`config.mk`:
```
export PLATFORM = sky130hd
export DESIGN_NAME = pwm_fade_scheduler_flat
export DESIGN_NICKNAME = d
export VERILOG_FILES = /design/src/rtl/pwm_fade_scheduler_if.sv /design/src/rtl/pwm_fade_scheduler.sv /design/src/flat_wrapper.sv
export SDC_FILE = /design/constraint.sdc
export NUM_CORES = 1
export LEC_CHECK = 0
export CAP_MARGIN = 20
export CORE_MARGIN = 5
export CORE_UTILIZATION = 61
export DETAILED_ROUTE_END_ITERATION = 10
export GPL_TIMING_DRIVEN = 0
export PLACE_DENSITY = 0.82
export SYNTH_ARGS = -nofsm -noshare
export SYNTH_HDL_FRONTEND = slang
export SYNTH_SLANG_ARGS = --single-unit
```
`constraint.sdc`:
```
create_clock -name clk -period 5.2 [get_ports clk]
set_input_delay 1.04 -clock clk [delete_from_list [all_inputs] [get_ports clk]]
set_output_delay 1.04 -clock clk [all_outputs]
set_load 0.01 [all_outputs]
```
`src/rtl/pwm_fade_scheduler_if.sv`:
```
// Interface bundling the configuration, timing and level-write signals of the
// PWM fade scheduler.
//   slave  : scheduler side (takes cfg_* / period_end / wr_ready, drives the rest)
//   master : environment side (configuration source and PWM level-register port)
// Signals:
//   cfg_valid/cfg_ready/cfg_ch/cfg_target/cfg_rate : channel configuration handshake
//   period_end                                      : PWM period wrap pulse
//   wr_valid/wr_ready/wr_addr/wr_data               : level-register write handshake
//   fade_done                                       : per-channel fade-complete pulse
//   overrun                                         : period_end lost while busy
interface pwm_fade_scheduler_if #(
  parameter int unsigned NUM_CH  = 4,
  parameter int unsigned LEVEL_W = 8,
  parameter int unsigned RATE_W  = 8
);
  localparam int unsigned CH_W = (NUM_CH > 1) ? $clog2(NUM_CH) : 1;

  logic               cfg_valid;
  logic               cfg_ready;
  logic [CH_W-1:0]    cfg_ch;
  logic [LEVEL_W-1:0] cfg_target;
  logic [RATE_W-1:0]  cfg_rate;
  logic               period_end;
  logic               wr_valid;
  logic               wr_ready;
  logic [CH_W-1:0]    wr_addr;
  logic [LEVEL_W-1:0] wr_data;
  logic [NUM_CH-1:0]  fade_done;
  logic               overrun;

  modport slave (
    input  cfg_valid,
    output cfg_ready,
    input  cfg_ch,
    input  cfg_target,
    input  cfg_rate,
    input  period_end,
    output wr_valid,
    input  wr_ready,
    output wr_addr,
    output wr_data,
    output fade_done,
    output overrun
  );

  modport master (
    output cfg_valid,
    input  cfg_ready,
    output cfg_ch,
    output cfg_target,
    output cfg_rate,
    output period_end,
    input  wr_valid,
    output wr_ready,
    input  wr_addr,
    input  wr_data,
    input  fade_done,
    input  overrun
  );
endinterface

```
`src/rtl/pwm_fade_scheduler.sv`:
```
// PWM fade scheduler: holds a target level and fade rate per channel and, at each
// PWM period boundary, steps every channel's level one LSB toward its target (or
// jumps straight there when rate is 0). Updates share one level-write port that is
// granted round-robin.
// Ports:
//   clk     : system clock, all state on posedge
//   reset_n : asynchronous active-low reset
//   bus     : pwm_fade_scheduler_if.slave (config, period_end, level write, status)
module pwm_fade_scheduler #(
  parameter int unsigned NUM_CH  = 4,
  parameter int unsigned LEVEL_W = 8,
  parameter int unsigned RATE_W  = 8
) (
  input logic                clk,
  input logic                reset_n,
  pwm_fade_scheduler_if.slave bus
);

  localparam int unsigned CH_W = (NUM_CH > 1) ? $clog2(NUM_CH) : 1;

  typedef enum logic [1:0] {StIdle, StEval, StArb, StWrite} state_e;

  state_e             state_q, state_d;
  logic [LEVEL_W-1:0] cur_q     [NUM_CH];
  logic [LEVEL_W-1:0] cur_d     [NUM_CH];
  logic [LEVEL_W-1:0] target_q  [NUM_CH];
  logic [LEVEL_W-1:0] target_d  [NUM_CH];
  logic [RATE_W-1:0]  rate_q    [NUM_CH];
  logic [RATE_W-1:0]  rate_d    [NUM_CH];
  logic [RATE_W-1:0]  tick_q    [NUM_CH];
  logic [RATE_W-1:0]  tick_d    [NUM_CH];
  logic [NUM_CH-1:0]  pending_q, pending_d;
  logic [CH_W-1:0]    rr_last_q, rr_last_d;
  logic               wr_valid_q, wr_valid_d;
  logic [CH_W-1:0]    wr_addr_q, wr_addr_d;
  logic [LEVEL_W-1:0] wr_data_q, wr_data_d;
  logic [NUM_CH-1:0]  fade_done_q, fade_done_d;
  logic               overrun_q, overrun_d;

  logic               cfg_ready;
  logic               cfg_fire;
  logic               arb_found;
  logic [CH_W-1:0]    arb_ch;
  logic [CH_W-1:0]    arb_cand;
  logic [LEVEL_W-1:0] arb_cur;
  logic [LEVEL_W-1:0] arb_tgt;
  logic [LEVEL_W-1:0] next_level;

  // Config is only taken while idle so tables never change under EVAL/ARB/WRITE.
  assign cfg_ready = (state_q == StIdle) && reset_n;
  assign cfg_fire  = bus.cfg_valid && cfg_ready;

  assign bus.cfg_ready = cfg_ready;
  assign bus.wr_valid  = wr_valid_q;
  assign bus.wr_addr   = wr_addr_q;
  assign bus.wr_data   = wr_data_q;
  assign bus.fade_done = fade_done_q;
  assign bus.overrun   = overrun_q;

  // Round-robin search starting just after the last granted channel.
  always_comb begin
    arb_found = 1'b0;
    arb_ch    = '0;
    arb_cand  = '0;
    for (int unsigned off = 1; off <= NUM_CH; off++) begin
      arb_cand = CH_W'((32'(rr_last_q) + off) % NUM_CH);
      if (!arb_found && pending_q[arb_cand]) begin
        arb_found = 1'b1;
        arb_ch    = arb_cand;
      end
    end
  end

  // Level the granted channel moves to; cur<target guarantees no wrap at full scale.
  always_comb begin
    arb_cur = cur_q[arb_ch];
    arb_tgt = target_q[arb_ch];
    if (rate_q[arb_ch] == '0) begin
      next_level = arb_tgt;
    end else if (arb_cur < arb_tgt) begin
      next_level = arb_cur + LEVEL_W'(1);
    end else if (arb_cur > arb_tgt) begin
      next_level = arb_cur - LEVEL_W'(1);
    end else begin
      next_level = arb_cur;
    end
  end

  always_comb begin
    state_d     = state_q;
    cur_d       = cur_q;
    target_d    = target_q;
    rate_d      = rate_q;
    tick_d      = tick_q;
    pending_d   = pending_q;
    rr_last_d   = rr_last_q;
    wr_valid_d  = wr_valid_q;
    wr_addr_d   = wr_addr_q;
    wr_data_d   = wr_data_q;
    fade_done_d = '0;
    // A period boundary while busy is dropped; only flag it.
    overrun_d   = bus.period_end && (state_q != StIdle);

    unique case (state_q)
      StIdle: begin
        if (cfg_fire) begin
          target_d[bus.cfg_ch] = bus.cfg_target;
          rate_d[bus.cfg_ch]   = bus.cfg_rate;
          tick_d[bus.cfg_ch]   = '0;
        end
        if (bus.period_end) begin
          state_d = StEval;
        end
      end

      StEval: begin
        for (int i = 0; i < NUM_CH; i++) begin
          if (cur_q[i] != target_q[i]) begin
            if (rate_q[i] == '0) begin
              pending_d[i] = 1'b1;
            end else if (tick_q[i] + RATE_W'(1) == rate_q[i]) begin
              tick_d[i]    = '0;
              pending_d[i] = 1'b1;
            end else begin
              tick_d[i] = tick_q[i] + RATE_W'(1);
            end
          end else begin
            tick_d[i]    = '0;
            pending_d[i] = 1'b0;
          end
        end
        state_d = StArb;
      end

      StArb: begin
        if (arb_found) begin
          rr_last_d      = arb_ch;
          cur_d[arb_ch]  = next_level;
          wr_addr_d      = arb_ch;
          wr_data_d      = next_level;
          wr_valid_d     = 1'b1;
          state_d        = StWrite;
        end else begin
          state_d = StIdle;
        end
      end

      StWrite: begin
        if (bus.wr_ready) begin
          wr_valid_d           = 1'b0;
          pending_d[wr_addr_q] = 1'b0;
          if (wr_data_q == target_q[wr_addr_q]) begin
            fade_done_d[wr_addr_q] = 1'b1;
          end
          state_d = StArb;
        end
      end

      default: state_d = StIdle;
    endcase
  end

  always_ff @(posedge clk or negedge reset_n) begin
    if (!reset_n) begin
      state_q     <= StIdle;
      for (int i = 0; i < NUM_CH; i++) begin
        cur_q[i]    <= '0;
        target_q[i] <= '0;
        rate_q[i]   <= '0;
        tick_q[i]   <= '0;
      end
      pending_q   <= '0;
      rr_last_q   <= CH_W'(NUM_CH - 1);
      wr_valid_q  <= 1'b0;
      wr_addr_q   <= '0;
      wr_data_q   <= '0;
      fade_done_q <= '0;
      overrun_q   <= 1'b0;
    end else begin
      state_q     <= state_d;
      cur_q       <= cur_d;
      target_q    <= target_d;
      rate_q      <= rate_d;
      tick_q      <= tick_d;
      pending_q   <= pending_d;
      rr_last_q   <= rr_last_d;
      wr_valid_q  <= wr_valid_d;
      wr_addr_q   <= wr_addr_d;
      wr_data_q   <= wr_data_d;
      fade_done_q <= fade_done_d;
      overrun_q   <= overrun_d;
    end
  end

endmodule

```
`src/flat_wrapper.sv`:
```
// flat-port wrapper written by rule: the top's interface ports become plain ports
module pwm_fade_scheduler_flat 
#(
  parameter int unsigned NUM_CH  = 4,
  parameter int unsigned LEVEL_W = 8,
  parameter int unsigned RATE_W  = 8
)
  (clk, reset_n, bus_cfg_valid, bus_cfg_ready, bus_cfg_ch, bus_cfg_target, bus_cfg_rate, bus_period_end, bus_wr_valid, bus_wr_ready, bus_wr_addr, bus_wr_data, bus_fade_done, bus_overrun);
  pwm_fade_scheduler_if #(.NUM_CH(NUM_CH), .LEVEL_W(LEVEL_W), .RATE_W(RATE_W)) bus_i ();
  input logic clk;
  input logic reset_n;
  input wire logic [$bits(bus_i.cfg_valid)-1:0] bus_cfg_valid;
  output wire logic [$bits(bus_i.cfg_ready)-1:0] bus_cfg_ready;
  input wire logic [$bits(bus_i.cfg_ch)-1:0] bus_cfg_ch;
  input wire logic [$bits(bus_i.cfg_target)-1:0] bus_cfg_target;
  input wire logic [$bits(bus_i.cfg_rate)-1:0] bus_cfg_rate;
  input wire logic [$bits(bus_i.period_end)-1:0] bus_period_end;
  output wire logic [$bits(bus_i.wr_valid)-1:0] bus_wr_valid;
  input wire logic [$bits(bus_i.wr_ready)-1:0] bus_wr_ready;
  output wire logic [$bits(bus_i.wr_addr)-1:0] bus_wr_addr;
  output wire logic [$bits(bus_i.wr_data)-1:0] bus_wr_data;
  output wire logic [$bits(bus_i.fade_done)-1:0] bus_fade_done;
  output wire logic [$bits(bus_i.overrun)-1:0] bus_overrun;
  assign bus_i.cfg_valid = bus_cfg_valid;
  assign bus_cfg_ready = bus_i.cfg_ready;
  assign bus_i.cfg_ch = bus_cfg_ch;
  assign bus_i.cfg_target = bus_cfg_target;
  assign bus_i.cfg_rate = bus_cfg_rate;
  assign bus_i.period_end = bus_period_end;
  assign bus_wr_valid = bus_i.wr_valid;
  assign bus_i.wr_ready = bus_wr_ready;
  assign bus_wr_addr = bus_i.wr_addr;
  assign bus_wr_data = bus_i.wr_data;
  assign bus_fade_done = bus_i.fade_done;
  assign bus_overrun = bus_i.overrun;
  pwm_fade_scheduler #(.NUM_CH(NUM_CH), .LEVEL_W(LEVEL_W), .RATE_W(RATE_W)) u_core (.clk(clk), .reset_n(reset_n), .bus(bus_i));
endmodule
```
==> metrics.txt <==
drt first pass iters=6; Req. time, crit path=approximately 5.6 ns; post-synthesis xor/xnor area fraction=0.0882; Design Area, Final=a little under 10000 sq um; Synth Register Bits=152; Die W=129 um; post-route insts no fill=around 1100; IO Pins=40; fin nets=roughly 1000; CTS max path bufs=2; hold-fix buffer count after cts=0; Synth Flop Type=dfrtp_1; CTS clock-pin slew for the worst setup and hold paths=0.06 ns; Buf+Inv Stages, Crit Path=4; crit-path most repeated cell=nand2_1; first-pass GRT wire length=38200 um; largest net degree at the start of global routing=between 90 and 100; Crit Path Class=register to register; RSZ-0062 raised after global routing=no; Detailed Route Iter0 Violations=778; cell family with most CP delay=compound AO/OA/AOI/OAI gates; Worst Path Max Fanout=10; max-slew violation count=0; top post-synthesis cells by count=150 x dfrtp_1, 114 x nand2_1, 74 x mux2_2; distinct cell type count after synthesis=57; Crit. End Element=register; share of cells above drive strength 1=0.161; GR Util All Layers=0.298; TritonCTS clock tree=built; clock skew=just over 0.007 ns; wire per inst=slightly above 20 um; Ant. Diodes=0; HP Class=register to register; antenna violations before repair=0; multiplexer area fraction after synthesis=0.128; Slowest cell on crit path=or4_1; startpoint types=register; final hold viol count=0; htree depth=4; I/O Buffers=39; vias in the first global route=roughly 7200; adder-cell share of the synthesized area=0.0188; area share of the leading cell type in the synthesized netlist=0.434; antenna-violating nets left=0; Max-slew headroom=0.373; FILL cells=slightly above 1000; crit share post-route=0.950; drt total wl=approximately 24000 um; cell area after synthesis=a little under 9000 sq um; setup_tns=0 ns; status=completed; Yosys top cell by area=dfrtp_1; CTS sink cnt=152; Worst Max-Slew Pin Slew=around 0.94 ns; post-synth net total=919; Final HPWL DP=16900 um; WP data arrival=about 5.3 ns; Post-Synth Simple-Gate Area=0.174; Cell Rows=43; Largest stage delay, worst path=0.60 ns; Tmin final=just under 5 ns; Synth Area in Compound Gates=0.129; Initial Util=0.623; CP cell instances=nand2b_1 > a21oi_1 > a211oi_2 > buf_4 > clkbuf_4 > clkbuf_4 > nand2_1 > nand2_1 > nand2_1 > o21ai_1 > inv_1 > ha_1 > a21o_1 > a21o_1 > o21ai_4 > nor2_1 > o21ai_2 > o311ai_4 > or4_1 > and3b_1 > o31ai_4 > mux2_2; combinational family with the most area after synthesis=simple AND/OR/NAND/NOR gates; Root Buffer Master=clkbuf_16; Setup violations, final=0; Async SR Flop Fraction=1.00; cts bufs inserted=17; core area=roughly 14000 sq um; die area=16700 sq um; most common cell in the netlist=dfrtp_1; DRC viols=0; Synth Warn #=0; vias per cell=about 6.5; Remaining Overflow, GRT=0; die height=129 um; EDFF count, synth=0; cells after synthesis=roughly 880; Fmax=about 200 MHz; Synth area leaders=dfrtp_1 43%, mux2_2 9.6%, xnor2_1 6.7%, nand2_1 5.0%, o21ai_0 3.3%; vias=7361; Seq/Total Area, Yosys=0.440; Placed Instance Area=slightly above 9000 sq um; # Max-Cap Violations=0; worst skew pair latency=0.43 ns; syn avg cell area=9.79 sq um; RePlAce Congestion=0.932; Area Growth Syn to Fin=15.1%; placed cell count=1103
==> worst paths after layout <==
check	startpoint	depth (start not counted)	to	slack, ns
max in group asynchronous	reset_n	2	u_core.tick_q[1]	3.73
min	u_core.tick_q[7]	2	u_core.tick_q[7]	0.52
max	u_core.rr_last_q[0]	22	u_core.cur_q[31]	0.26
min in group asynchronous	reset_n	1	u_core.bus.fade_done[0]	0.69
max reg2reg	u_core.rr_last_q[0]	22	u_core.cur_q[31]	0.26
min reg2reg	u_core.tick_q[7]	2	u_core.tick_q[7]	0.52
==> per-stage QoR <==
stage / utilization / hold slack [ns] / setup WS (ns)
final: 0.717 / 0.515 / 0.260
after global placement: 0.667 / 0.485 / -3.96
after CTS: 0.712 / 0.521 / 0.0380
after global routing: 0.717 / 0.552 / 0.00518
after detailed placement: 0.669 / 0.505 / -0.668
after floorplan: - / 0.469 / 0.396
==> final cells by class <==
| cell class | instances | area (sq um) | share of cell area |
|---|---|---|---|
| Clock buffer | 21 | 450 | 0.0453 |
| Multi-Input combinational cell | 682 | 4690 | 0.472 |
| Clock inverter | 11 | 123 | 0.0123 |
| Tap cell | 180 | 225 | 0.0226 |
| Inverter | 15 | 56.3 | 0.00566 |
| Sequential cell | 152 | 3810 | 0.383 |
| Buffer | 34 | 159 | 0.0160 |
| Timing Repair Buffer | 42 | 434 | 0.0437 |
==> worst reg2reg max path: cells and delay by family (launching register included) <==
| kind | cells | cell delay, ns |
|---|---|---|
| AO/OA/AOI/OAI | 9 | 1.82 |
| adder cells (fa/ha/maj) | 1 | 0.19 |
| buffers and inverters | 4 | 0.84 |
| flip-flops | 1 | 0.56 |
| multiplexers | 1 | 0.22 |
| AND/OR/NAND/NOR | 7 | 1.24 |
==> routing by layer <==
layer,global-route usage,vias to the layer above,share of wire
met3,0.0651,92,0.069
met4,0.127,0,0.045
met1,0.391,3652,0.40
li1,-,3276,-
met5,0,-,0
met2,0.482,341,0.48
==> cells by family after synthesis <==
logic type,count (synthesis)
simple gates,319
flops,152
mux,90
xor+xnor,87
fa+ha+maj,13
buf+inv,49
compound gates,173
==> cells in the final DEF, fill, tap and decap left out, types with 4 or more instances in the layout <==
| cell | n |
|---|---|
| a211oi_1 | 5 |
| a21o_1 | 5 |
| a21oi_1 | 30 |
| a22o_1 | 8 |
| a31oi_1 | 24 |
| and2_1 | 4 |
| and3_1 | 18 |
| buf_2 | 4 |
| buf_4 | 4 |
| clkbuf_1 | 21 |
| clkbuf_16 | 17 |
| clkbuf_4 | 4 |
| clkdlybuf4s50_1 | 38 |
| clkinvlp_4 | 4 |
| dfrtp_1 | 150 |
| ha_1 | 13 |
| inv_1 | 15 |
| mux2_2 | 74 |
| mux2i_1 | 7 |
| mux4_2 | 9 |
| nand2_1 | 114 |
| nand2b_1 | 8 |
| nand3_1 | 40 |
| nand4_1 | 13 |
| nor2_1 | 61 |
| nor2b_1 | 8 |
| nor3_1 | 20 |
| nor3b_1 | 4 |
| nor4_1 | 8 |
| o21ai_0 | 54 |
| o22ai_1 | 6 |
| o31ai_1 | 8 |
| or2_2 | 6 |
| or3_1 | 4 |
| or4_1 | 4 |
| xnor2_1 | 66 |
| xor2_1 | 21 |
==> timing repair <==
item / in CTS / in global routing
pin swaps: 0 / 1
hold endpoints to repair: 0 / 0
buffers inserted: 0 / 2
resized for setup: 10 / 19
setup endpoints to repair: 40 / 23
==> state kept, by name, indices dropped and copies added, names as in the netlist <==
name and cells:
u_core.cur_q 32, u_core.rate_q 32, u_core.target_q 32, u_core.tick_q 32, u_core.bus.wr_data 8, u_core.bus.fade_done 4
u_core.pending_q 4, u_core.bus.wr_addr 2, u_core.rr_last_q 2, u_core.state_q 2, u_core.bus.overrun 1, u_core.bus.wr_valid 1
Power is left out: the tool's default activity adds up to more than one toggle a clock period on the data nets, which glitch-free logic cannot reach.
